$ cat src/rtl/sramlike_pkg.sv
// Shared types for the SRAM-like data bridge: FSM state encoding and
// transfer size codes.
package sramlike_pkg;

    typedef enum logic [1:0] {
        S_IDLE = 2'd0,
        S_ADDR = 2'd1,
        S_DATA = 2'd2,
        S_DONE = 2'd3
    } state_t;

    localparam logic [1:0] SIZE_BYTE = 2'd0;
    localparam logic [1:0] SIZE_HALF = 2'd1;
    localparam logic [1:0] SIZE_WORD = 2'd2;

endpackage

$ cat src/rtl/d_sramlike_bridge_if.sv
// Memory-side SRAM-like bus between the data bridge (master) and memory (slave).
interface d_sramlike_bridge_if;

    // req is the request-valid and addr_ok its ready: the request (wr/size/addr/wdata)
    // is accepted on a cycle with req & addr_ok, and the payload must not change until
    // then. data_ok marks the transfer completing; rdata is valid with it for reads.
    logic        req;
    logic        wr;
    logic [1:0]  size;
    logic [31:0] addr;
    logic [31:0] wdata;
    logic        addr_ok;
    logic        data_ok;
    logic [31:0] rdata;

    modport master (
        output req, wr, size, addr, wdata,
        input  addr_ok, data_ok, rdata
    );

    modport slave (
        input  req, wr, size, addr, wdata,
        output addr_ok, data_ok, rdata
    );

endinterface

$ cat src/rtl/d_sramlike_bridge_strb2size.sv
// Combinational decode of byte-write strobes into an SRAM-like transfer size.
module strb2size
    import sramlike_pkg::*;
(
    input  logic [3:0] strb,
    output logic [1:0] size
);

    always_comb begin
        size = SIZE_WORD;
        case (strb)
            4'b0001, 4'b0010, 4'b0100, 4'b1000: size = SIZE_BYTE;
            4'b0011, 4'b1100:                   size = SIZE_HALF;
            default:                            size = SIZE_WORD;
        endcase
    end

endmodule

$ cat src/rtl/d_sramlike_bridge.sv
// M-stage data access to SRAM-like bus bridge with pipeline stall generation.
// Optional kseg0/kseg1 address folding is enabled by defining DBRIDGE_ADDR_MAP_EN.
module d_sramlike_bridge
    import sramlike_pkg::*;
(
    input  logic                       clk,
    input  logic                       rst,
    input  logic                       data_sram_en,
    input  logic [3:0]                 memwriteEN,
    input  logic [31:0]                aluoutM,
    input  logic [31:0]                writedataM,
    input  logic                       hasException,
    input  logic                       longest_stall,
    output logic [31:0]                readdataM,
    output logic                       d_stall,
    d_sramlike_bridge_if.master        mem,
    output state_t                     state
);

    state_t      next_state;
    logic        start;
    logic        accept;
    logic        finish;
    logic        wr_q;
    logic [1:0]  size_q;
    logic [31:0] addr_q;
    logic [31:0] wdata_q;
    logic [1:0]  strb_size;
    logic [31:0] raw_addr;
    logic [31:0] req_addr;

    strb2size u_strb2size (
        .strb (memwriteEN),
        .size (strb_size)
    );

    assign start  = (state == S_IDLE) & data_sram_en & ~hasException;
    assign accept = (state == S_ADDR) & mem.addr_ok;
    // data_ok only counts once the address phase has been accepted
    assign finish = (accept & mem.data_ok) | ((state == S_DATA) & mem.data_ok);

    // Reads always fetch the aligned word; the core picks the lane.
    assign raw_addr = (memwriteEN == 4'b0000) ? {aluoutM[31:2], 2'b00} : aluoutM;

`ifdef DBRIDGE_ADDR_MAP_EN
    assign req_addr = (raw_addr[31:30] == 2'b10) ? {3'b000, raw_addr[28:0]} : raw_addr;
`else
    assign req_addr = raw_addr;
`endif

    always_ff @(posedge clk or posedge rst) begin
        if (rst) begin
            state <= S_IDLE;
        end else begin
            state <= next_state;
        end
    end

    always_comb begin
        next_state = state;
        case (state)
            S_IDLE: if (start) next_state = S_ADDR;
            S_ADDR: begin
                if (accept) next_state = mem.data_ok ? S_DONE : S_DATA;
            end
            S_DATA: if (mem.data_ok) next_state = S_DONE;
            // Hold here while frozen so the same M-stage access is not issued twice
            S_DONE: if (!longest_stall) next_state = S_IDLE;
            default: next_state = S_IDLE;
        endcase
    end

    always_ff @(posedge clk or posedge rst) begin
        if (rst) begin
            wr_q    <= 1'b0;
            size_q  <= SIZE_BYTE;
            addr_q  <= 32'd0;
            wdata_q <= 32'd0;
        end else if (start) begin
            wr_q    <= |memwriteEN;
            size_q  <= strb_size;
            addr_q  <= req_addr;
            wdata_q <= writedataM;
        end
    end

    always_ff @(posedge clk or posedge rst) begin
        if (rst) begin
            readdataM <= 32'd0;
        end else if (finish && !wr_q) begin
            readdataM <= mem.rdata;
        end
    end

    assign mem.req   = (state == S_ADDR);
    assign mem.wr    = wr_q;
    assign mem.size  = size_q;
    assign mem.addr  = addr_q;
    assign mem.wdata = wdata_q;

    assign d_stall = start | (state == S_ADDR) | (state == S_DATA);

endmodule

$ cat src/flat_wrapper.sv
// flat-port wrapper written by rule: the top's interface ports become plain ports
module d_sramlike_bridge_flat import sramlike_pkg::*;
  (clk, rst, data_sram_en, memwriteEN, aluoutM, writedataM, hasException, longest_stall, readdataM, d_stall, state, mem_req, mem_wr, mem_size, mem_addr, mem_wdata, mem_addr_ok, mem_data_ok, mem_rdata);
  d_sramlike_bridge_if mem_i ();
  input  logic clk;
  input  logic rst;
  input  logic data_sram_en;
  input  logic [3:0] memwriteEN;
  input  logic [31:0] aluoutM;
  input  logic [31:0] writedataM;
  input  logic hasException;
  input  logic longest_stall;
  output logic [31:0] readdataM;
  output logic d_stall;
  output state_t state;
  output wire logic [$bits(mem_i.req)-1:0] mem_req;
  output wire logic [$bits(mem_i.wr)-1:0] mem_wr;
  output wire logic [$bits(mem_i.size)-1:0] mem_size;
  output wire logic [$bits(mem_i.addr)-1:0] mem_addr;
  output wire logic [$bits(mem_i.wdata)-1:0] mem_wdata;
  input wire logic [$bits(mem_i.addr_ok)-1:0] mem_addr_ok;
  input wire logic [$bits(mem_i.data_ok)-1:0] mem_data_ok;
  input wire logic [$bits(mem_i.rdata)-1:0] mem_rdata;
  assign mem_req = mem_i.req;
  assign mem_wr = mem_i.wr;
  assign mem_size = mem_i.size;
  assign mem_addr = mem_i.addr;
  assign mem_wdata = mem_i.wdata;
  assign mem_i.addr_ok = mem_addr_ok;
  assign mem_i.data_ok = mem_data_ok;
  assign mem_i.rdata = mem_rdata;
  d_sramlike_bridge u_core (.clk(clk), .rst(rst), .data_sram_en(data_sram_en), .memwriteEN(memwriteEN), .aluoutM(aluoutM), .writedataM(writedataM), .hasException(hasException), .longest_stall(longest_stall), .readdataM(readdataM), .d_stall(d_stall), .mem(mem_i), .state(state));
endmodule
$ cat config.mk
export PLATFORM = sky130hd
export DESIGN_NAME = d_sramlike_bridge_flat
export DESIGN_NICKNAME = d
export VERILOG_FILES = /design/src/rtl/sramlike_pkg.sv /design/src/rtl/d_sramlike_bridge_if.sv /design/src/rtl/d_sramlike_bridge_strb2size.sv /design/src/rtl/d_sramlike_bridge.sv /design/src/flat_wrapper.sv
export SDC_FILE = /design/constraint.sdc
export NUM_CORES = 1
export LEC_CHECK = 0
export ABC_AREA = 0
export ABC_CLOCK_PERIOD_IN_PS = 8500
export BUFFER_PORTS_ARGS = -buffer_cell sky130_fd_sc_hd__clkbuf_2
export CAP_MARGIN = 30
export CORE_MARGIN = 1
export CORE_UTILIZATION = 48
export CTS_CLUSTER_SIZE = 25
export DETAILED_ROUTE_END_ITERATION = 8
export GPL_ROUTABILITY_DRIVEN = 0
export PLACE_DENSITY = 0.95
export SKIP_CTS_REPAIR_TIMING = 1
export SLEW_MARGIN = 0
export SYNTH_ARGS = -nofsm -noshare
export SYNTH_HDL_FRONTEND = slang
export SYNTH_SLANG_ARGS = --single-unit
$ cat constraint.sdc
create_clock -name clk -period 8.5 [get_ports clk]
set_clock_uncertainty 0.15 [all_clocks]
set_input_delay 1.275 -clock clk [delete_from_list [all_inputs] [get_ports clk]]
set_output_delay 1.275 -clock clk [all_outputs]
set_load 0.02 [all_outputs]
After elaboration in Yosys (flattened, before gate mapping)

Cells that the tools add are included.

$mul: 0
Magnitude comparators: 0
Equality and inequality tests: 13
Shift operators: 0
Add/sub/neg operators: 0
Bitwise gates (word level): 9
Reductions and logical operators: 8
Divide/modulo/power cells: 0
Muxes and demuxes: 8

Operators by type and width:

| kind                                                | number |
|---|---|
| two-way mux 2 bit                                   | 5 |
| equality test 4 x 2 -> 1 bit, second input constant | 2 |
| equality test 4 bit, second input constant          | 2 |
| one-hot mux 2 bit (4 select lines)                  | 1 |
| OR reduction 4 bit                                  | 2 |
| AND 1 bit                                           | 5 |
| equality test 2 bit, second input constant          | 2 |
| equality test 4 x 1 -> 1 bit, second input constant | 1 |
| equality test 4 x 3 -> 1 bit, second input constant | 1 |
| zero test 4 bit                                     | 1 |
| != test 2 x 1 -> 1 bit, second input constant       | 2 |
| != test 2 bit, second input constant                | 2 |
| one-hot mux 2 bit (2 select lines)                  | 1 |
| AND reduction 4 bit                                 | 1 |
| OR 1 bit                                            | 3 |
| equality test 2 x 1 -> 1 bit, second input constant | 1 |
| zero test 2 bit                                     | 1 |
| OR reduction 2 bit                                  | 1 |
| logical AND 1 bit                                   | 1 |
| zero test 1 bit                                     | 1 |
| two-way mux 1 bit                                   | 1 |
| NOT 1 bit                                           | 1 |

Bits in latches: 0
Register bits after elaboration: 101
Output and inout bits: 103
Bits in writable memories: 0
Input bits: 107
Word-level logic and storage cells: 44
Memories kept: 0
Bits in read-only memories: 0

Longest topological paths before layout

Depth after elaboration: 5
Mapped depth: 7
Mapped depth without buffers: 5

Modules after synthesis

Synthesis repeated with hierarchy kept, for this count alone.

Cells, all modules: 238
Area, all modules: 3933.8 sq um

By module, submodules not included:

| module            | seq. area each (sq um) | times used | cells each | area each (sq um) |
|---|---|---|---|---|
| d_sramlike_bridge | 2527.4                 | 1          | 233        | 3898.7 |
| strb2size         | 0.0                    | 1          | 5          | 35.0 |

Worst setup path after synthesis

No wires, ideal clock.

Path kind: input-to-output
Start: input hasException
End: output d_stall
Setup slack: 5193 ps
Data arrival time: 1882 ps
Data required time: 7075 ps
Stages: 4
Buffers on the path: 2
Cell sequence: nand3b_1 buf_6 buf_2 nand2_1

Word-level cells in the longest chain between the ends: 4

RTL lines:

| element                | line                     | source |
|---|---|---|
| start, declared        | flat_wrapper.sv:11       | `input logic hasException;` |
| NOT 1 bit              | d_sramlike_bridge.sv:37  | `assign start = (state == S_IDLE) & data_sram_en & ~hasException;` |
| AND 1 bit              | d_sramlike_bridge.sv:37  |  |
| OR 1 bit (2 in series) | d_sramlike_bridge.sv:101 | `assign d_stall = start \| (state == S_ADDR) \| (state == S_DATA);` |
| end, declared          | flat_wrapper.sv:14       | `output logic d_stall;` |

Every way passes these cells.

Worst setup path in the final report

Same ends and word-level chain as after synthesis.

==> impl_metrics.env <==
export IMPL_status="complete, no violations"
export IMPL_drc=0
export IMPL_cts_buffer_depth=2
export IMPL_fin_crit_ns=3.193
export IMPL_syn_num_nets=352
export IMPL_netlist_top_cells_area="dfrtp_1 (64%), mux2_2 (27%), ha_1 (1.6%), buf_2 (0.89%), a2111oi_4 (0.70%)"
export IMPL_critPathKind="in -> out"
export IMPL_pre_cts_slack_ns=5.304
export IMPL_worst_slew_pin_slew_ns=0.8567
export IMPL_synth_cell_area_sq_um=3923
export IMPL_fp_coreArea_sq_um=7807
export IMPL_fin_util_pct=67.42
export IMPL_synth_seq_cells=101
export IMPL_clk_latency_ns=0.35
export IMPL_nNetsFinal=564
export IMPL_wl_per_cell_um=14.75
export IMPL_drt_wl_total_um=8247
export IMPL_multi_input_comb_area_sq_um=1321
export IMPL_synth_area_leader_cell="dfrtp_1"
export IMPL_vias=2741
export IMPL_grt_max_degree=72
export IMPL_fp_dieW_um=92.40
export IMPL_regArea_sq_um=2527
export IMPL_async_flop_share_pct=100.0
export IMPL_clock_sinks=101
export IMPL_boundaryPins=210
export IMPL_hold_viol=0
export IMPL_rsz0062_at_grt="no"
export IMPL_vias_per_cell=4.903
export IMPL_crit_path_end_kind="primary output"
export IMPL_setup_ws_ns=5.307
export IMPL_die_h_um=92.40
export IMPL_placed_area_sq_um=5059
export IMPL_die_area_sq_um=8538
export IMPL_holdCritPathClass="reg -> reg"
export IMPL_p_sw_share_pct=40.25
export IMPL_cts_tree="yes"
export IMPL_crit_fanout=2
export IMPL_p_comb_share_pct=45.8
export IMPL_grt_pass1_wl_um=13040
export IMPL_syn_avg_cell_area_sq_um=16.34
export IMPL_clkSlewWorstSetupHoldPaths_ns=0.09
export IMPL_seq_area_frac_synth_pct=64.43
export IMPL_drtIter0Drc=69
export IMPL_synth_top_area_share_pct=64.43
export IMPL_fmax_mhz=313.2
export IMPL_row_count=32
export IMPL_cp_arrival_ns=1.77
export IMPL_dp_hpwl_um=6316
export IMPL_drive_gt1_share_pct=71.12
export IMPL_startpoint_type="input port"
export IMPL_diodes=0
export IMPL_synth_edf_count=0
export IMPL_p_clk_share_pct=14.3
export IMPL_setup_viol=0
export IMPL_setup_tns_ns=0
export IMPL_antenna_found_initial=0
export IMPL_p_int_uw=1284
export IMPL_p_seq_share_pct=40.0
export IMPL_period_share_pct=37.56
export IMPL_yosys_warnings=0
export IMPL_fill_cells=589
export IMPL_slew_violations=0
export IMPL_portBuffers=209
export IMPL_cts_buffers_inserted=9
export IMPL_cp_required_ns=7.07
export IMPL_grt_usage_pct=19.71
export IMPL_relSlewSlack_pct=42.88
export IMPL_grt_overflow=0
export IMPL_dr_pass1_iters=4
export IMPL_p_leak_uw=0.002732
export IMPL_grt_pass1_vias=2790
export IMPL_synthCells=240
export IMPL_cellPowerDensity_nw_per_um2=408.1
export IMPL_initial_core_util_pct=50.24
export IMPL_ys_flop_type="dfrtp_1"
export IMPL_power_switching_uw=864.8
export IMPL_synth_cell_types=25
export IMPL_h_tree_depth=3
export IMPL_max_cap_violations=0
export IMPL_vdd_ir_drop_max_mv=0.2166
export IMPL_antenna_left=0
export IMPL_area_delta_synth_final_pct=34.19
export IMPL_fin_area_sq_um=5264
export IMPL_cts_root_buffer="clkbuf_8"
[metal layers]
layer | global-route usage (%) | part of all wire, %
met1 | 22.57 | 38
met2 | 35.56 | 54
met3 | 5.337 | 6.8
met4 | 6.380 | 0.97
met5 | 0 | 0
[synth_stat cells, types with 2 or more instances]
cell type / instances
a21oi_1: 2
a22o_1: 2
buf_2: 7
buf_4: 3
dfrtp_1: 101
ha_1: 5
inv_1: 3
mux2_2: 94
nand2_1: 3
nor2_1: 3
nor2b_1: 2
o21ai_0: 2
[metrics by stage]
step           std cells  power, uW  hold WS, ns
3_3_place_gp         543       1817       0.3311
6_report             559       2148       0.3419
2_1_floorplan        240       1503       0.4326
5_1_grt              559       2268       0.3755
3_5_place_dp         543       1864       0.3255
4_1_cts              559       2174       0.3471
[cell type report]
type | count | share of cell area (%)
flip-flops and latches | 101 | 48.02
multi-input cells | 125 | 25.10
repair buffers | 212 | 20.30
well taps | 102 | 2.425
clock buffers | 9 | 2.353
clock inverters | 7 | 1.545
inverters | 3 | 0.2615
[registers in the layout, summed over array words and instances (netlist names)]
signal	flops
u_core.state	2
u_core.mem.addr	32
u_core.mem.wdata	32
u_core.readdataM	32
u_core.mem.wr	1
u_core.mem.size	2
[final timing paths]
check | startpoint | endpoint | slack, ns | cells after the start
max | hasException | d_stall | 5.31 | 4
min | u_core.mem.size[0]$_DFFE_PP0P_ | u_core.mem.size[0]$_DFFE_PP0P_ | 0.34 | 2
max reg2reg | u_core.state[0]$_DFFE_PP0P_ | u_core.state[1]$_DFFE_PP0P_ | 6.02 | 6
min reg2reg | u_core.mem.size[0]$_DFFE_PP0P_ | u_core.mem.size[0]$_DFFE_PP0P_ | 0.34 | 2
max in group asynchronous | rst | u_core.readdataM[21]$_DFFE_PP0P_ | 6.28 | 3
min in group asynchronous | rst | u_core.readdataM[5]$_DFFE_PP0P_ | 0.76 | 2
[logic make-up (layout without fill, tap and decap cells)]
| logic type | Yosys count | after routing | share of synthesized area (%) |
|---|---|---|---|
| AOI/OAI and AO/OA | 10 | 10 | 2.201 |
| xor gates and xnor gates | 1 | 1 | 0.2233 |
| adders and majority gates | 5 | 5 | 1.595 |
| buffers and inverters | 14 | 231 | 2.041 |
| DFF | 101 | 101 | 64.43 |
| muxes | 96 | 96 | 27.53 |
| and+or+nand+nor | 13 | 13 | 1.978 |
[power by group through the flow]
stage	clock [uW]	combinational, uW	sequential [uW]
6_report	307	983	859
5_1_grt	334	1040	891
4_1_cts	317	996	861
3_5_place_dp	0	995	869
3_3_place_gp	0	965	851
2_1_floorplan	0	349	1150
[worst max-delay path, stage by stage]
cell      delay (ns)
clkbuf_2        0.07
nand3b_1        0.17
nand2_1         0.08
clkbuf_2        0.16
[placed cells by master, fill, tap and decap left out]
cell type and instances:
clkbuf_2 209, nor2_1 3, a2111oi_4 1, nor3b_4 1, clkbuf_8 9, mux2_2 94
a21oi_1 2, inv_6 2, a22o_1 2, ha_1 5, nand2_1 3, buf_4 3
nor2b_1 2, nand3b_1 1, bufinv_16 1, dfrtp_1 101, xor2_1 1, clkinv_4 3
clkinvlp_4 1, o21ai_0 2, a31oi_1 1, nor4bb_1 1, and2_0 1, mux2_1 1
inv_4 1, and3_1 1, a211oi_1 1, inv_1 2, mux2i_1 1, a21o_1 1
Power figures use the tool's default switching activity.
